--- config.mk ---
export PLATFORM = sky130hd
export DESIGN_NAME = uart_loopback_bist
export DESIGN_NICKNAME = d
export VERILOG_FILES = /design/src/rtl/uart_pkg.sv /design/src/rtl/uart_pattern_gen.sv /design/src/rtl/uart_loopback_bist.sv
export SDC_FILE = /design/constraint.sdc
export NUM_CORES = 1
export LEC_CHECK = 0
export CAP_MARGIN = 0
export CELL_PAD_IN_SITES_DETAIL_PLACEMENT = 1
export CELL_PAD_IN_SITES_GLOBAL_PLACEMENT = 2
export CORE_MARGIN = 4
export CORE_UTILIZATION = 34
export CTS_CLUSTER_DIAMETER = 60
export DETAILED_ROUTE_END_ITERATION = 16
export GPL_ROUTABILITY_DRIVEN = 0
export GPL_TIMING_DRIVEN = 1
export HOLD_SLACK_MARGIN = 0.06
export PLACE_DENSITY = 0.85
export SLEW_MARGIN = 10
export SYNTH_ARGS = -nofsm -noshare
export SYNTH_HDL_FRONTEND = slang
export SYNTH_SLANG_ARGS = --single-unit
--- constraint.sdc ---
create_clock -name clk -period 5.1 [get_ports clk]
set_clock_uncertainty 0.2 [all_clocks]
set_input_delay 0.765 -clock clk [delete_from_list [all_inputs] [get_ports clk]]
set_output_delay 0.765 -clock clk [all_outputs]
set_load 0.02 [all_outputs]
--- src/rtl/uart_pkg.sv ---
// Shared types and helpers for the UART loopback self-test engine.
package uart_pkg;

  typedef enum logic [1:0] {
    PAT_INCR  = 2'd0,
    PAT_LFSR  = 2'd1,
    PAT_WALK1 = 2'd2,
    PAT_ALT   = 2'd3
  } pattern_mode_e;

  typedef enum logic [2:0] {
    ST_IDLE    = 3'd0,
    ST_LOAD    = 3'd1,
    ST_SEND    = 3'd2,
    ST_WAIT_RX = 3'd3,
    ST_CHECK   = 3'd4,
    ST_FINISH  = 3'd5
  } bist_state_e;

  localparam logic [7:0] LFSR_TAPS = 8'hB8;

  function automatic logic [7:0] data_mask(input logic [3:0] data_bits);
    logic [7:0] m;
    case (data_bits)
      4'd5:    m = 8'h1F;
      4'd6:    m = 8'h3F;
      4'd7:    m = 8'h7F;
      default: m = 8'hFF;
    endcase
    return m;
  endfunction

  // XNOR feedback gives the A5 -> 4B -> 96 sequence; all-ones is the lock-up value.
  function automatic logic [7:0] lfsr_step(input logic [7:0] s);
    return {s[6:0], ~^(s & LFSR_TAPS)};
  endfunction

endpackage

--- src/rtl/uart_pattern_gen.sv ---
// Registered byte-pattern generator: reseeds on load, steps on advance.
module uart_pattern_gen
  import uart_pkg::*;
#(
  parameter logic [7:0] LFSR_SEED = 8'hA5
) (
  input  logic       clk,
  input  logic       rst,
  input  logic [1:0] mode,
  input  logic       load,
  input  logic       advance,
  output logic [7:0] pattern
);

  pattern_mode_e mode_q, mode_d;
  logic [7:0]    pat_q, pat_d;

  always_comb begin
    mode_d = mode_q;
    pat_d  = pat_q;
    if (load) begin
      mode_d = pattern_mode_e'(mode);
      case (pattern_mode_e'(mode))
        PAT_INCR:  pat_d = 8'h00;
        PAT_LFSR:  pat_d = LFSR_SEED;
        PAT_WALK1: pat_d = 8'h01;
        PAT_ALT:   pat_d = 8'hA5;
        default:   pat_d = 8'h00;
      endcase
    end else if (advance) begin
      case (mode_q)
        PAT_INCR:  pat_d = pat_q + 8'd1;
        PAT_LFSR:  pat_d = lfsr_step(pat_q);
        PAT_WALK1: pat_d = {pat_q[6:0], pat_q[7]};
        PAT_ALT:   pat_d = ~pat_q;
        default:   pat_d = pat_q;
      endcase
    end else begin
      mode_d = mode_q;
      pat_d  = pat_q;
    end
  end

  always_ff @(posedge clk) begin
    if (rst) begin
      mode_q <= PAT_LFSR;
      pat_q  <= LFSR_SEED;
    end else begin
      mode_q <= mode_d;
      pat_q  <= pat_d;
    end
  end

  assign pattern = pat_q;

endmodule

--- src/rtl/uart_loopback_bist.sv ---
// Loopback self-test engine: drives uart_tx with a pattern stream and checks the
// bytes coming back from uart_rx, counting failures and capturing the first one.
module uart_loopback_bist
  import uart_pkg::*;
#(
  parameter int         MAX_BYTES      = 256,
  parameter int         TIMEOUT_CYCLES = 40000,
  parameter logic [7:0] LFSR_SEED      = 8'hA5,
  parameter int         ERR_W          = 16,
  localparam int        CW             = $clog2(MAX_BYTES + 1)
) (
  input  logic             clk,
  input  logic             rst,
  input  logic             start,
  input  logic [1:0]       mode,
  input  logic [CW-1:0]    byte_count,
  input  logic [3:0]       data_bits,
  output logic [7:0]       tx_data,
  output logic             tx_start,
  input  logic             tx_busy,
  input  logic [7:0]       rx_data,
  input  logic             data_ready,
  input  logic             parity_err,
  input  logic             framing_err,
  output logic             busy,
  output logic             done,
  output logic             pass,
  output logic [ERR_W-1:0] err_count,
  output logic             timeout_seen,
  output logic [CW-1:0]    first_err_idx,
  output logic [7:0]       first_err_exp,
  output logic [7:0]       first_err_got
);

  localparam int            TW       = $clog2(TIMEOUT_CYCLES + 1);
  localparam logic [TW-1:0] TMO_LAST = TW'(TIMEOUT_CYCLES - 1);

  bist_state_e      state_q, state_d;
  logic [CW-1:0]    byte_count_q, byte_count_d;
  logic [CW-1:0]    idx_q, idx_d;
  logic [7:0]       mask_q, mask_d;
  logic [TW-1:0]    tmo_q, tmo_d;
  logic [7:0]       tx_data_q, tx_data_d;
  logic             tx_start_q, tx_start_d;
  logic             busy_q, busy_d;
  logic             done_q, done_d;
  logic             pass_q, pass_d;
  logic [ERR_W-1:0] err_count_q, err_count_d;
  logic             timeout_seen_q, timeout_seen_d;
  logic [CW-1:0]    first_err_idx_q, first_err_idx_d;
  logic [7:0]       first_err_exp_q, first_err_exp_d;
  logic [7:0]       first_err_got_q, first_err_got_d;
  logic             byte_err_q, byte_err_d;
  logic [7:0]       got_q, got_d;
  logic             gen_load, gen_adv;
  logic [7:0]       gen_pattern;

  uart_pattern_gen #(.LFSR_SEED(LFSR_SEED)) u_gen (
    .clk     (clk),
    .rst     (rst),
    .mode    (mode),
    .load    (gen_load),
    .advance (gen_adv),
    .pattern (gen_pattern)
  );

  always_comb begin
    state_d         = state_q;
    byte_count_d    = byte_count_q;
    idx_d           = idx_q;
    mask_d          = mask_q;
    tmo_d           = tmo_q;
    tx_data_d       = tx_data_q;
    tx_start_d      = 1'b0;
    busy_d          = busy_q;
    done_d          = 1'b0;
    pass_d          = pass_q;
    err_count_d     = err_count_q;
    timeout_seen_d  = timeout_seen_q;
    first_err_idx_d = first_err_idx_q;
    first_err_exp_d = first_err_exp_q;
    first_err_got_d = first_err_got_q;
    byte_err_d      = byte_err_q;
    got_d           = got_q;
    gen_load        = 1'b0;
    gen_adv         = 1'b0;
    case (state_q)
      ST_IDLE: begin
        // A start landing on the done cycle belongs to the finished run.
        if (start && !done_q) begin
          byte_count_d    = byte_count;
          mask_d          = data_mask(data_bits);
          idx_d           = {CW{1'b0}};
          err_count_d     = {ERR_W{1'b0}};
          timeout_seen_d  = 1'b0;
          first_err_idx_d = {CW{1'b0}};
          first_err_exp_d = 8'h00;
          first_err_got_d = 8'h00;
          pass_d          = 1'b0;
          busy_d          = 1'b1;
          gen_load        = 1'b1;
          state_d         = (byte_count == {CW{1'b0}}) ? ST_FINISH : ST_LOAD;
        end else begin
          state_d = ST_IDLE;
        end
      end
      ST_LOAD: begin
        if (!tx_busy) begin
          tx_data_d = gen_pattern & mask_q;
          state_d   = ST_SEND;
        end else begin
          state_d = ST_LOAD;
        end
      end
      ST_SEND: begin
        tx_start_d = 1'b1;
        tmo_d      = {TW{1'b0}};
        state_d    = ST_WAIT_RX;
      end
      ST_WAIT_RX: begin
        if (data_ready) begin
          byte_err_d = parity_err | framing_err |
                       (((rx_data ^ tx_data_q) & mask_q) != 8'h00);
          got_d      = rx_data;
          state_d    = ST_CHECK;
        end else if (tmo_q == TMO_LAST) begin
          byte_err_d     = 1'b1;
          got_d          = 8'h00;
          timeout_seen_d = 1'b1;
          state_d        = ST_CHECK;
        end else begin
          tmo_d = tmo_q + TW'(1);
        end
      end
      ST_CHECK: begin
        gen_adv = 1'b1;
        if (byte_err_q) begin
          err_count_d = (err_count_q == {ERR_W{1'b1}}) ? err_count_q
                                                       : err_count_q + ERR_W'(1);
          if (err_count_q == {ERR_W{1'b0}}) begin
            first_err_idx_d = idx_q;
            first_err_exp_d = tx_data_q;
            first_err_got_d = got_q;
          end else begin
            first_err_idx_d = first_err_idx_q;
          end
        end else begin
          err_count_d = err_count_q;
        end
        idx_d   = idx_q + CW'(1);
        state_d = (idx_d == byte_count_q) ? ST_FINISH : ST_LOAD;
      end
      ST_FINISH: begin
        done_d  = 1'b1;
        pass_d  = (err_count_q == {ERR_W{1'b0}});
        busy_d  = 1'b0;
        state_d = ST_IDLE;
      end
      default: state_d = ST_IDLE;
    endcase
  end

  always_ff @(posedge clk) begin
    if (rst) begin
      state_q         <= ST_IDLE;
      byte_count_q    <= {CW{1'b0}};
      idx_q           <= {CW{1'b0}};
      mask_q          <= 8'hFF;
      tmo_q           <= {TW{1'b0}};
      tx_data_q       <= 8'h00;
      tx_start_q      <= 1'b0;
      busy_q          <= 1'b0;
      done_q          <= 1'b0;
      pass_q          <= 1'b0;
      err_count_q     <= {ERR_W{1'b0}};
      timeout_seen_q  <= 1'b0;
      first_err_idx_q <= {CW{1'b0}};
      first_err_exp_q <= 8'h00;
      first_err_got_q <= 8'h00;
      byte_err_q      <= 1'b0;
      got_q           <= 8'h00;
    end else begin
      state_q         <= state_d;
      byte_count_q    <= byte_count_d;
      idx_q           <= idx_d;
      mask_q          <= mask_d;
      tmo_q           <= tmo_d;
      tx_data_q       <= tx_data_d;
      tx_start_q      <= tx_start_d;
      busy_q          <= busy_d;
      done_q          <= done_d;
      pass_q          <= pass_d;
      err_count_q     <= err_count_d;
      timeout_seen_q  <= timeout_seen_d;
      first_err_idx_q <= first_err_idx_d;
      first_err_exp_q <= first_err_exp_d;
      first_err_got_q <= first_err_got_d;
      byte_err_q      <= byte_err_d;
      got_q           <= got_d;
    end
  end

  assign tx_data       = tx_data_q;
  assign tx_start      = tx_start_q;
  assign busy          = busy_q;
  assign done          = done_q;
  assign pass          = pass_q;
  assign err_count     = err_count_q;
  assign timeout_seen  = timeout_seen_q;
  assign first_err_idx = first_err_idx_q;
  assign first_err_exp = first_err_exp_q;
  assign first_err_got = first_err_got_q;

endmodule

==> results.md, run 1 <==
- The die area is ~0.018 mm2.
- The tree built by TritonCTS fans out to 113 sinks.
- The number of instances in the synthesized netlist is 678.
- The average instance area after synthesis is approximately 8.0 um2.
- The overall fraction of global-route tracks in use is 18.7%.
- The area used by sequential logic in the layout is 0.00226 mm2.
- The placed instance count is around 930.
- The total count of max-transition violations in the final report was 0.
- Setup violations remaining at the end of the flow were counted as 0.
- In this run the critical register-to-register path is launched from state_q[2].
- After detailed routing, the total wire length is around 17 mm.
- The signal on the critical path passes through nor2_1, and3_1, nor2_2, nand2_1, a21oi_1.
- After detailed routing, the number of remaining DRC violations is 0.
- The most common cell in the netlist is dfxtp_1.
- The endpoint of the lowest-slack register-to-register path is first_err_got[0].
- The critical path is of the reg -> reg type.
- The routed wirelength normalized by instance count is between 15 and 20 um.
- The post-synth net total is about 710.
- Setup repair after global routing left no endpoint under its margin.
- The number of warnings issued by yosys is 0.
- The required time of the critical path is 5.24 ns.
- The part of the total power dissipated in the clock network is just over 50%.
- After synthesis, the cell types taking the most area are dfxtp_1 42%, a21oi_1 7.3%, nand2_1 6.1%.
- Counting flops with a built-in enable in the synthesized netlist gives 0.
- The leading area contributor after synthesis is dfxtp_1.
- Cell internal power was estimated by the tool at 1740 uW.
- The internal reg-to-reg setup slack is about 2.3 ns.
- The tool flagged a number of max-cap violations equal to 0.
- The commonest cells after synthesis are 113 x dfxtp_1, 89 x nand2_1, 80 x a21oi_1.
- 84 I/O pins were placed.
- The root buffer cell chosen for the clock tree is clkbuf_16.
- The fill cell instance count of the final layout is roughly 1900.
- The worst-path maximum fanout is 25.
- The post-route minimum period is 2.83 ns.
- The min-delay analysis places its worst path in the category reg -> reg.
- CTS built an H-tree with a depth of 4.
- The flow ran to the end, and the final reports show no timing, DRC or antenna violations.
- For this run, the detailed router's first-pass iteration total came to 4.
- The minimum setup slack in the final design is approximately 2.3 ns.
- The multi-input gate area in the final layout is 0.00295 mm2.
- The tightest slew margin relative to the limit is 22.7%.
- Net switching is 26.5% of the power.
- The first global-routing pass estimated about 27 mm of wire.
- The clock latency of the later-clocked register in the worst-skew pair is ~0.42 ns.
- Entering global routing, the biggest net connects 40 pins.
- Among all flip-flop cells after synthesis, the most frequent one is dfxtp_1.
- Dividing the final minimum period by the clock period gives 55.6%.
- The number of vias per cell is between 5 and 6.
- The worst hold path begins at first_err_idx[6].
- The slowest cell on the critical path is nor2_2.
- The floorplan die height is approximately 130 um.
- TritonCTS created 17 clock buffers.
- The switching power of the nets is roughly 630 uW.
- The netlist area before placement is roughly 0.0054 mm2.
- The post-cts gate resize count is 0.
- The number of rows in the core area is 46.
- Summed over all layers, the global routing overflow is 0.
- For this design the ratio of total power to cell area is between 300 and 400 mW/mm2.
- The starting density of the core is approximately 35%.
- The leakage component of the power is around 0.0023 uW.
- The number of different library cells used by synthesis comes to between 60 and 70.
- The critical path arrival is about 3.0 ns.
- The hold path endpoint is first_err_idx[6].
- Combinational logic burns slightly below 9% of the power.
- For the pin with the worst max-slew slack, the measured transition is approximately 1.2 ns.
- Counting flops with an async set or reset pin after synthesis yields a share of 0%.
- The type of origin of the critical path is a flip-flop.
- Before CTS, the worst setup slack after placement is between 1.5 and 2 ns.
- The worst hold path passes through 2 cells.
- For the final routed database, the setup TNS stands at 0 ns.
- The number of buffers added to fix hold violations after cts is 0.
- VDD sags by at most approximately 0.00027 V.
- The highest cell delay on the worst timing path is around 0.96 ns.
- The detailed-route via count is 5058.
- The final count of hold timing violations is 0.
- The count of nets left with antenna violations once routing finished came out at 0.
- The worst hold-check slack is around 0.25 ns.
- The signed area change from the synthesized netlist to the final layout is 27.9%.
- The count of state elements after synthesis is 113.
- The depth of the worst register-to-register path is 5.
- The clock passes through at most 2 buffers.
- Input and output buffers added on the ports amount to between 80 and 90.
- The clock slew seen by the registers of the worst setup and hold paths is 0.06 ns.
- The detailed placement HPWL is around 12 mm.
- After the flow finishes, the layout carries non-filler instances totaling 966.
- Sequential elements use roughly 42% of the synthesized area.
- For this run, the top clock speed supported by timing is around 350 MHz.
- The initial antenna violation count is 0.
- The share of synthesized area in the top cell type comes to around two fifths.
- TritonCTS built the clock tree.
- The total area inside the core boundary comes to 0.0158 mm2.
- The number of global-route vias before repair was about 5200.
- 0 antenna diodes ended up in the layout.
- STA classifies the critical path endpoint as a flip-flop.
- The iteration-0 DRC count of the detailed router is 220.
- The post-CTS setup-driven buffer insertion count is 0.
- The final net count is 773.
- The proportion of power drawn by flip-flops and latches is roughly two fifths.
- The die is about 130 um wide.
- The post-route netlist has 6.93% of its cells at a drive strength greater than 1.
==> stage by stage <==
step | instance area (um2) | total power, uW | utilization, %
6_report | 6970 | 2360 | 44.2
5_1_grt | 6970 | 2450 | 44.2
4_1_cts | 6970 | 2380 | 44.2
3_5_place_dp | 6360 | 1170 | 40.4
3_3_place_gp | 6360 | 1160 | 40.4
2_1_floorplan | 5450 | 1090 | -
==> kinds of logic after synthesis <==
| group | Yosys count | share of synthesized area, % |
|---|---|---|
| multiplexers | 3 | 0.551 |
| XOR/XNOR | 49 | 7.88 |
| flip-flops | 113 | 41.5 |
| AND/OR/NAND/NOR | 293 | 26.1 |
| AO/OA/AOI/OAI | 161 | 18.3 |
| adder cells (fa/ha/maj) | 6 | 1.38 |
| buffers and inverters | 53 | 4.29 |
==> cell usage in the layout, fill, tap and decap left out, types with 3 or more instances in the layout <==
master             n
mux2i_1            3
o211ai_1           6
or3_1              7
clkbuf_16         17
nand4_1            8
a31oi_1            4
nand3b_1           4
nor4b_1            3
clkinv_4           6
nor3_1            12
a21o_1             4
inv_1              6
o21ai_0           24
a211oi_1           6
buf_4              4
and3_1            11
xnor2_1           30
a221o_1            3
nor2_1            65
xor2_1            19
nand2_1           89
ha_1               6
and2_1             4
nor2b_1            3
and4_1             5
o21ai_2            3
clkdlybuf4s50_1   82
a22oi_1           10
inv_6              4
nand2b_1           8
dfxtp_1          113
nand3_1           58
a21oi_1           80
==> final cells by class <==
class	count	share of cell area [%]
inverter	6	0.323
sequential	113	32.5
timing repair buffer	87	12.3
multi-input combinational	512	42.4
clock inverter	13	2.19
tap	216	3.88
clock buffer	19	6.50
==> power by group through the flow <==
stage,Combinational (uW),Sequential (uW),Clock (uW)
floorplan,146,941,0
global placement,199,959,0
detailed placement,206,960,0
CTS,207,941,1230
global route,228,946,1280
finish,206,941,1220
==> metal layers <==
layer | share of wire [%] | GRT usage, %
met1 | 48 | 25.2
met2 | 46 | 29.5
met3 | 4.8 | 4.02
met4 | 1.5 | 6.67
met5 | 0 | 0
==> worst max-delay path: cells and delay by family (launching register included) <==
kind	cells	cell delay, ns
and+or+nand+nor	4	1.74
AOI/OAI and AO/OA	1	0.19
DFF	1	0.61
==> sequential cells by signal, summed over array words and instances (netlist names), 8 cells and up <==
name,count
first_err_idx,9
first_err_exp,8
byte_count_q,9
err_count,16
first_err_got,8
u_gen.pattern,8
tx_data,8
tmo_q,16
idx_q,9
got_q,8
==> worst max path at each step <==
stage,from,to,slack [ns],depth (start not counted)
floorplan,data_ready,tmo_q[13],3.00,6
global placement,start,first_err_idx[5],1.99,6
detailed placement,start,first_err_exp[1],1.85,5
CTS,state_q[2],first_err_got[0],2.20,5
global route,err_count[0],first_err_got[2],2.03,7
finish,state_q[2],first_err_got[0],2.27,5
Note: power is estimated with default switching activity, not from simulation.
==> inputs of run 2 (changes only) <==
CORE_UTILIZATION = 29   (was 34)
PLACE_DENSITY = 0.77   (was 0.85)
clock period = 2.4 ns   (was 5.1 ns; I/O delays follow)
==> run 2 against run 1 <==
Net effect: fmax increased by 27%; cell area grew 4.7%; clock power rose by 120%; sequential cell count stayed put; critical path depth grew 1; utilization fell by 4.1 points; sequential share of layout area down 1.4 points; cell count grew 4.5%; die area increased by 16%; critical path type unchanged; largest power group unchanged; highest routed layer unchanged.
==> results.md, run 2 (synthesis results as in run 1) <==
- RSZ-0062 raised after global routing: false (unchanged).
- The number of buffers between clock root and the deepest sink was 2 (unchanged).
- The buffer type at the clock tree root was clkbuf_16 (unchanged).
- The part of the total power dissipated in the clock network was 51.9% (was 51.4%).
- The starting density of the core is 29.9% (was 34.6%).
- The combinational group share of total power is 10.0% (was 8.7%).
- The max capacitance violation total was 0 (unchanged).
- The placed instance count came to 977 (was 934).
- The final count of hold timing violations was 0 (unchanged).
- The number of buffer cells added on primary ports came to 83 (unchanged).
- The fill cell instance count of the final layout was 2159 (was 1886).
- The maximum level of the CTS H-tree came to 4 (unchanged).
- The number of global-route vias before repair is 5684 (was 5217).
- The fraction of layout cells with a size suffix above 1 was 10.5% (was 6.93%).
- The TritonCTS clock tree is done (unchanged).
- The end point of the critical path is tmo_q[12] (was first_err_got[0]).
- The maximum vdd drop was 0.000476 V (was 0.000271 V).
- The routed wirelength normalized by instance count came to 17.6 um (was 17.2 um).
- The placeable core area is 0.0182 mm2 (was 0.0158 mm2).
- The post-placement cell area is 0.00666 mm2 (was 0.00636 mm2).
- The power per cell area was 715 mW/mm2 (was 339 mW/mm2).
- The post-cts gate resize count was 0 (unchanged).
- The startpoint of the lowest-slack register-to-register path is tmo_q[7] (was state_q[2]).
- The clock slew seen by the registers of the worst setup and hold paths was 0.06 ns (about the same).
- The signed area change from the synthesized netlist to the final layout is 33.9% (was 27.9%).
- The switching power of the nets is 1330 uW (was 627 uW).
- The number of vias per cell was 5.22 (was 5.24).
- The total setup violations reported at the end of the flow is 0 (unchanged).
- The number of buffers created by CTS is 17 (unchanged).
- The post-route minimum period is 2.22 ns (was 2.83 ns).
- The proportion of power drawn by flip-flops and latches is 38.1% (was 39.8%).
- The detailed placement HPWL was 12.6 mm (was 11.6 mm).
- The endpoint of the lowest-slack register-to-register path is tmo_q[12] (was first_err_got[0]).
- The final instance area is 0.00729 mm2 (was 0.00697 mm2).
- Run status: finished, final reports clean (unchanged).
- The initial antenna violation count is 0 (unchanged).
- The type of origin of the critical path was a flip-flop (unchanged).
- The post-route non-filler standard cell count is 1009 (was 966).
- The global routing met1 resource utilization is 21.7% (was 25.2%).
- The overall die width is 145 um (was 135 um).
- The startpoint of the most critical setup path is tmo_q[7] (was state_q[2]).
- The number of sinks on the clock net is 113 (unchanged).
- Most frequent cells in the layout: 113 x dfxtp_1, 89 x nand2_1, 82 x clkdlybuf4s50_1, 80 x a21oi_1, 65 x nor2_1 (unchanged).
- The antenna diode count was 0 (unchanged).
- The floorplan die height is 145 um (was 135 um).
- The number of nets still failing antenna checks after routing is 0 (unchanged).
- The first-pass iteration count of the detailed router was 4 (unchanged).
- The tightest slew margin relative to the limit came to 43.4% (was 22.7%).
- The depth of the worst register-to-register path was 6 (was 5).
- The overall fraction of global-route tracks in use is 17.1% (was 18.7%).
- The iteration-0 DRC count of the detailed router is 237 (was 220).
- The maximum clock rate is 450 MHz (was 353 MHz).
- The measured slew at the worst slew-check pin was 0.848 ns (was 1.16 ns).
- The endpoint kind of the worst setup timing path is a flip-flop (unchanged).
- The number of buffers added to fix hold violations after cts came to 0 (unchanged).
- The routed wire length is 17.8 mm (was 16.6 mm).
- The number of rows in the core area is 49 (was 46).
- The final net count came to 803 (was 773).
- The global route total overflow is 0 (unchanged).
- The startpoint-to-endpoint class of the critical path is reg -> reg (unchanged).
- The critical path arrival is 2.31 ns (was 2.97 ns).
- The clock latency of the later-clocked register in the worst-skew pair is 0.42 ns (about the same).
- The worst-path maximum fanout is 6 (was 25).
- The final critical-path share of the clock period is 92.6% (was 55.6%).
- The post-CTS setup-driven buffer insertion count is 0 (unchanged).
- The die area is 0.0210 mm2 (was 0.0181 mm2).
- The leading cell type in the layout, fill and taps excluded is dfxtp_1 (unchanged).
- The switching fraction of total power came to 25.5% (was 26.5%).
- The largest net degree at the start of global routing is 40 (unchanged).
- The detailed-route via count is 5262 (was 5058).
- The type of the tightest min-delay check is in -> reg (was reg -> reg).
- The met3 layer usage reported by global route is 4.27% (was 4.02%).
- The number of placed I/O pins is 84 (unchanged).
- The count of unresolved DRC violations after routing is 0 (unchanged).
- The required time of the critical path is 2.48 ns (was 5.24 ns).
- The internal power component is 3890 uW (was 1740 uW).
- The met2 routing resource usage after global routing came to 29.1% (was 29.5%).
- The global-route wire length before repair is 29.8 mm (was 27.4 mm).
- The internal reg-to-reg setup slack is 0.18 ns (was 2.27 ns).
- The global-route layer with the greatest usage is met2 (unchanged).
- The leakage component of the power is 0.00249 uW (was 0.00232 uW).
- The total count of max-transition violations in the final report is 0 (unchanged).
## run 2: cell count changes in the layout (fill, tap and decap cells not counted)
cell / delta
clkbuf_8: -2
inv_6: -2
clkinv_4: -1
bufinv_16: +2
clkinvlp_4: +3
nor2_2: -1
buf_12: +4
nor2_4: +1
buf_4: +26
## run 2: layer usage
metal	up-vias	routed length (um)
met1	2577	8290
met3	17	883
met4	0	203
li1	2570	-
met5	-	0
met2	98	8390
## run 2: final cells by class
type                    instances  area, um2  area share [%]
flip-flops and latches        113       2260            31.0
clock inverters                15        209            2.86
well taps                     229        287            3.93
repair buffers                117       1130            15.5
multi-input cells             512       2960            40.5
inverters                       6       22.5           0.309
clock buffers                  17        425            5.83
## run 2: power groups by stage
stage	clock [uW]	combinational (uW)	sequential (uW)
6_report	2710	520	1990
5_1_grt	2860	574	2000
4_1_cts	2770	523	1990
3_5_place_dp	0	519	2030
3_3_place_gp	0	502	2030
2_1_floorplan	0	311	2000
## run 2: per-stage QoR
stage	utilization [%]	hold slack [ns]	TNS, ns	power (uW)	setup slack (ns)
3_3_place_gp	36.5	0.240	0	2530	0.0393
6_report	40.1	0.142	0	5220	0.176
5_1_grt	40.1	0.147	0	5430	0.0150
2_1_floorplan	-	0.236	0	2310	0.381
3_5_place_dp	36.5	0.247	-0.0902	2550	-0.0239
4_1_cts	40.0	0.129	0	5280	0.00249
## run 2: worst min path at each step
stage,startpoint,endpoint,slack [ns],cells past startpoint
final,rst,tmo_q[0],0.14,2
after global placement,first_err_idx[6],first_err_idx[6],0.24,2
after detailed placement,first_err_idx[4],first_err_idx[4],0.25,2
after global routing,rst,tx_start,0.15,2
after CTS,rst,tx_start,0.13,2
after floorplan,byte_err_q,byte_err_q,0.24,2
## run 2: worst max-delay path, cell delays in order (launching register included)
cell	delay (ns)
dfxtp_1	0.36
nor4b_1	0.32
nand4_1	0.30
o21ai_1	0.51
a211oi_1	0.17
xnor2_1	0.17
nor2_1	0.06
==> inputs of run 3 (changes only) <==
SETUP_SLACK_MARGIN = 0.3   (was not set)
==> run 3 against run 2 <==
Net effect: cell area grew 5.1%; sequential cell count is the same; register-to-register slack gained 0.11 ns; critical endpoint is now first_err_exp[4].
==> results.md, run 3 (synthesis results as in run 1) <==
- The number of placed I/O pins is 84 (unchanged).
- The detailed-route via count is 5381 (was 5262).
- The type of the tightest min-delay check is in -> reg (unchanged).
- The number of global-route vias before repair is 5665 (was 5684).
- The fill cell instance count of the final layout is 2134 (was 2159).
- The launch instance of the worst min-delay path was rst (unchanged).
- The overall die width is 145 um (unchanged).
- The startpoint of the lowest-slack register-to-register path is err_count[15] (was tmo_q[7]).
- RSZ-0062 raised after global routing: true (was false).
- The leakage component of the power is 0.00274 uW (was 0.00249 uW).
- The overall fraction of global-route tracks in use is 17.3% (was 17.1%).
- The antenna diode count was 0 (unchanged).
- List of cells traversed by the critical path: nor4_1, nand4_1, buf_4, o21ai_4, buf_12, clkbuf_16, nand3_1, a21oi_2 (was nor4b_1, nand4_1, o21ai_1, a211oi_1, xnor2_1, nor2_1).
- The maximum level of the CTS H-tree is 4 (unchanged).
- The slowest cell on the critical path was dfxtp_1 (was o21ai_1).
- The die area is 0.0210 mm2 (unchanged).
- The clock slew seen by the registers of the worst setup and hold paths is 0.06 ns (about the same).
- The required time of the critical path is 2.55 ns (was 2.48 ns).
- The largest net degree at the start of global routing is 40 (unchanged).
- The first-pass iteration count of the detailed router is 4 (unchanged).
- The final critical-path share of the clock period is 87.9% (was 92.6%).
- The endpoint of the lowest-slack register-to-register path is first_err_exp[4] (was tmo_q[12]).
- The depth of the worst register-to-register path is 8 (was 6).
- The utilization of the core after routing is 42.1% (was 40.1%).
- The worst hold path stage count is 2 (unchanged).
- Run status: finished, final reports clean (unchanged).
- The max capacitance violation total is 0 (unchanged).
- The number of nets still failing antenna checks after routing is 0 (unchanged).
- The routed wire length is 18.9 mm (was 17.8 mm).
- The number of sinks on the clock net is 113 (unchanged).
- The number of buffers between clock root and the deepest sink is 2 (unchanged).
- The initial antenna violation count is 0 (unchanged).
- The number of buffer cells added on primary ports is 83 (unchanged).
- The number of buffers added to fix hold violations after cts is 0 (unchanged).
- The global-route wire length before repair is 30.1 mm (was 29.8 mm).
- The cell family contributing the most delay on the critical path was simple AND/OR/NAND/NOR gates (was compound AO/OA/AOI/OAI gates).
- The count of buffering cells on the critical path with inverters included was 3 (was 0).
- The detailed placement HPWL came to 12.6 mm (unchanged).
- The maximum clock rate was 474 MHz (was 450 MHz).
- The internal reg-to-reg setup slack is 0.29 ns (was 0.18 ns).
- The fraction of layout cells with a size suffix above 1 was 17.4% (was 10.5%).
- The clock latency of the later-clocked register in the worst-skew pair came to 0.42 ns (about the same).
- The maximum vdd drop is 0.000480 V (was 0.000476 V).
- The post-route minimum period came to 2.11 ns (was 2.22 ns).
- The hold path endpoint is tx_start (was tmo_q[0]).
- The tightest slew margin relative to the limit is 61.0% (was 43.4%).
- The routed wirelength normalized by instance count is 18.5 um (was 17.6 um).
- The starting density of the core is 29.9% (unchanged).
- The endpoint kind of the worst setup timing path was a flip-flop (unchanged).
- The buffer type at the clock tree root is clkbuf_16 (unchanged).
- The number of buffers created by CTS was 17 (unchanged).
- The count of unresolved DRC violations after routing is 0 (unchanged).
- Most frequent cells in the layout: 98 x dfxtp_1, 88 x nand2_1, 70 x a21oi_1, 70 x clkdlybuf4s50_1, 63 x nor2_1 (was 113 x dfxtp_1, 89 x nand2_1, 82 x clkdlybuf4s50_1, 80 x a21oi_1, 65 x nor2_1).
- The number of rows in the core area is 49 (unchanged).
- The leading cell type in the layout, fill and taps excluded is dfxtp_1 (unchanged).
- The signed area change from the synthesized netlist to the final layout is 40.8% (was 33.9%).
- The startpoint-to-endpoint class of the critical path is reg -> reg (unchanged).
- The floorplan die height came to 145 um (unchanged).
- The power per cell area is 693 mW/mm2 (was 715 mW/mm2).
- The iteration-0 DRC count of the detailed router was 216 (was 237).
- The measured slew at the worst slew-check pin is 0.585 ns (was 0.848 ns).
- The total count of max-transition violations in the final report is 0 (unchanged).
- The type of origin of the critical path is a flip-flop (unchanged).
- The number of vias per cell is 5.27 (was 5.22).
- The TritonCTS clock tree is done (unchanged).
- The global route total overflow is 0 (unchanged).
- The critical path arrival was 2.26 ns (was 2.31 ns).
- The final count of hold timing violations is 0 (unchanged).
- The total setup violations reported at the end of the flow is 0 (unchanged).
- The total power of the final layout was 5310 uW (was 5220 uW).
- The highest cell delay on the worst timing path came to 0.36 ns (was 0.51 ns).
- The final net count was 816 (was 803).
- The placeable core area is 0.0182 mm2 (unchanged).
- The worst-path maximum fanout is 6 (unchanged).
==> run 3: cell types whose count changed in the layout (fill, tap and decap cells not counted), sizes merged <==
| cell | change |
|---|---|
| clkdlybuf4s50 | -12 |
| buf | +10 |
| dlygate4sd2 | +6 |
| dlymetal6s2s | +6 |
| clkbuf | +2 |
| nor2 | +1 |
==> run 3: per-layer routing <==
| metal | global-route usage [%] | wire [um] | part of all wire [%] | vias to the layer above |
|---|---|---|---|---|
| li1 | - | - | - | 2601 |
| met1 | 22.0 | 8640 | 46 | 2651 |
| met2 | 29.2 | 9120 | 48 | 110 |
| met3 | 4.30 | 957 | 5.1 | 19 |
| met4 | 4.99 | 213 | 1.1 | 0 |
| met5 | 0 | 0 | 0 | - |
==> run 3: how the worst max path moves through the flow <==
stage / slack (ns) / start / cells after the start / to
after global placement: 0.04 / start / 5 / first_err_idx[1]
after CTS: 0.28 / state_q[1] / 7 / u_gen.pattern[0]
after floorplan: 0.38 / err_count[0] / 9 / first_err_exp[0]
after detailed placement: -0.02 / start / 5 / first_err_exp[3]
after global routing: 0.21 / err_count[8] / 8 / first_err_exp[4]
final: 0.29 / err_count[15] / 8 / first_err_exp[4]
==> run 3: power by group <==
part | switching, uW | internal (uW) | total [uW]
sequential | 71.1 | 1920 | 1990
combinational | 343 | 263 | 606
clock | 968 | 1750 | 2710
total | 1380 | 3930 | 5310
==> run 3: timing repair <==
item	CTS	global route
pin swaps	1	28
resized for setup	14	57
endpoints found under the setup margin	45	81
setup buffers	2	7
gates cloned	0	4
==> run 3: final cells by class <==
class / instances / area [um2] / share of cell area (%)
clock inverter: 15 / 209 / 2.72
tap: 229 / 287 / 3.74
multi-input combinational: 513 / 3160 / 41.1
sequential: 113 / 2280 / 29.8
clock buffer: 17 / 425 / 5.55
timing repair buffer: 129 / 1290 / 16.8
inverter: 6 / 22.5 / 0.294
==> run 3: worst register-to-register path, cell delays in order, from the launching register on <==
cell	delay (ns)
dfxtp_1	0.36
nor4_1	0.35
nand4_1	0.21
buf_4	0.20
o21ai_4	0.17
buf_12	0.15
clkbuf_16	0.16
nand3_1	0.10
a21oi_2	0.15
==> run 3: per-stage QoR <==
stage	hold slack [ns]	instance area, um2	instances	worst slack, ns	setup TNS, ns
after floorplan	0.236	5450	678	0.381	0
after global placement	0.240	6660	977	0.0393	0
after detailed placement	0.247	6660	977	-0.0239	-0.0902
after CTS	0.129	7340	1011	0.283	0
after global routing	0.145	7670	1022	0.210	0
final	0.144	7670	1022	0.290	0
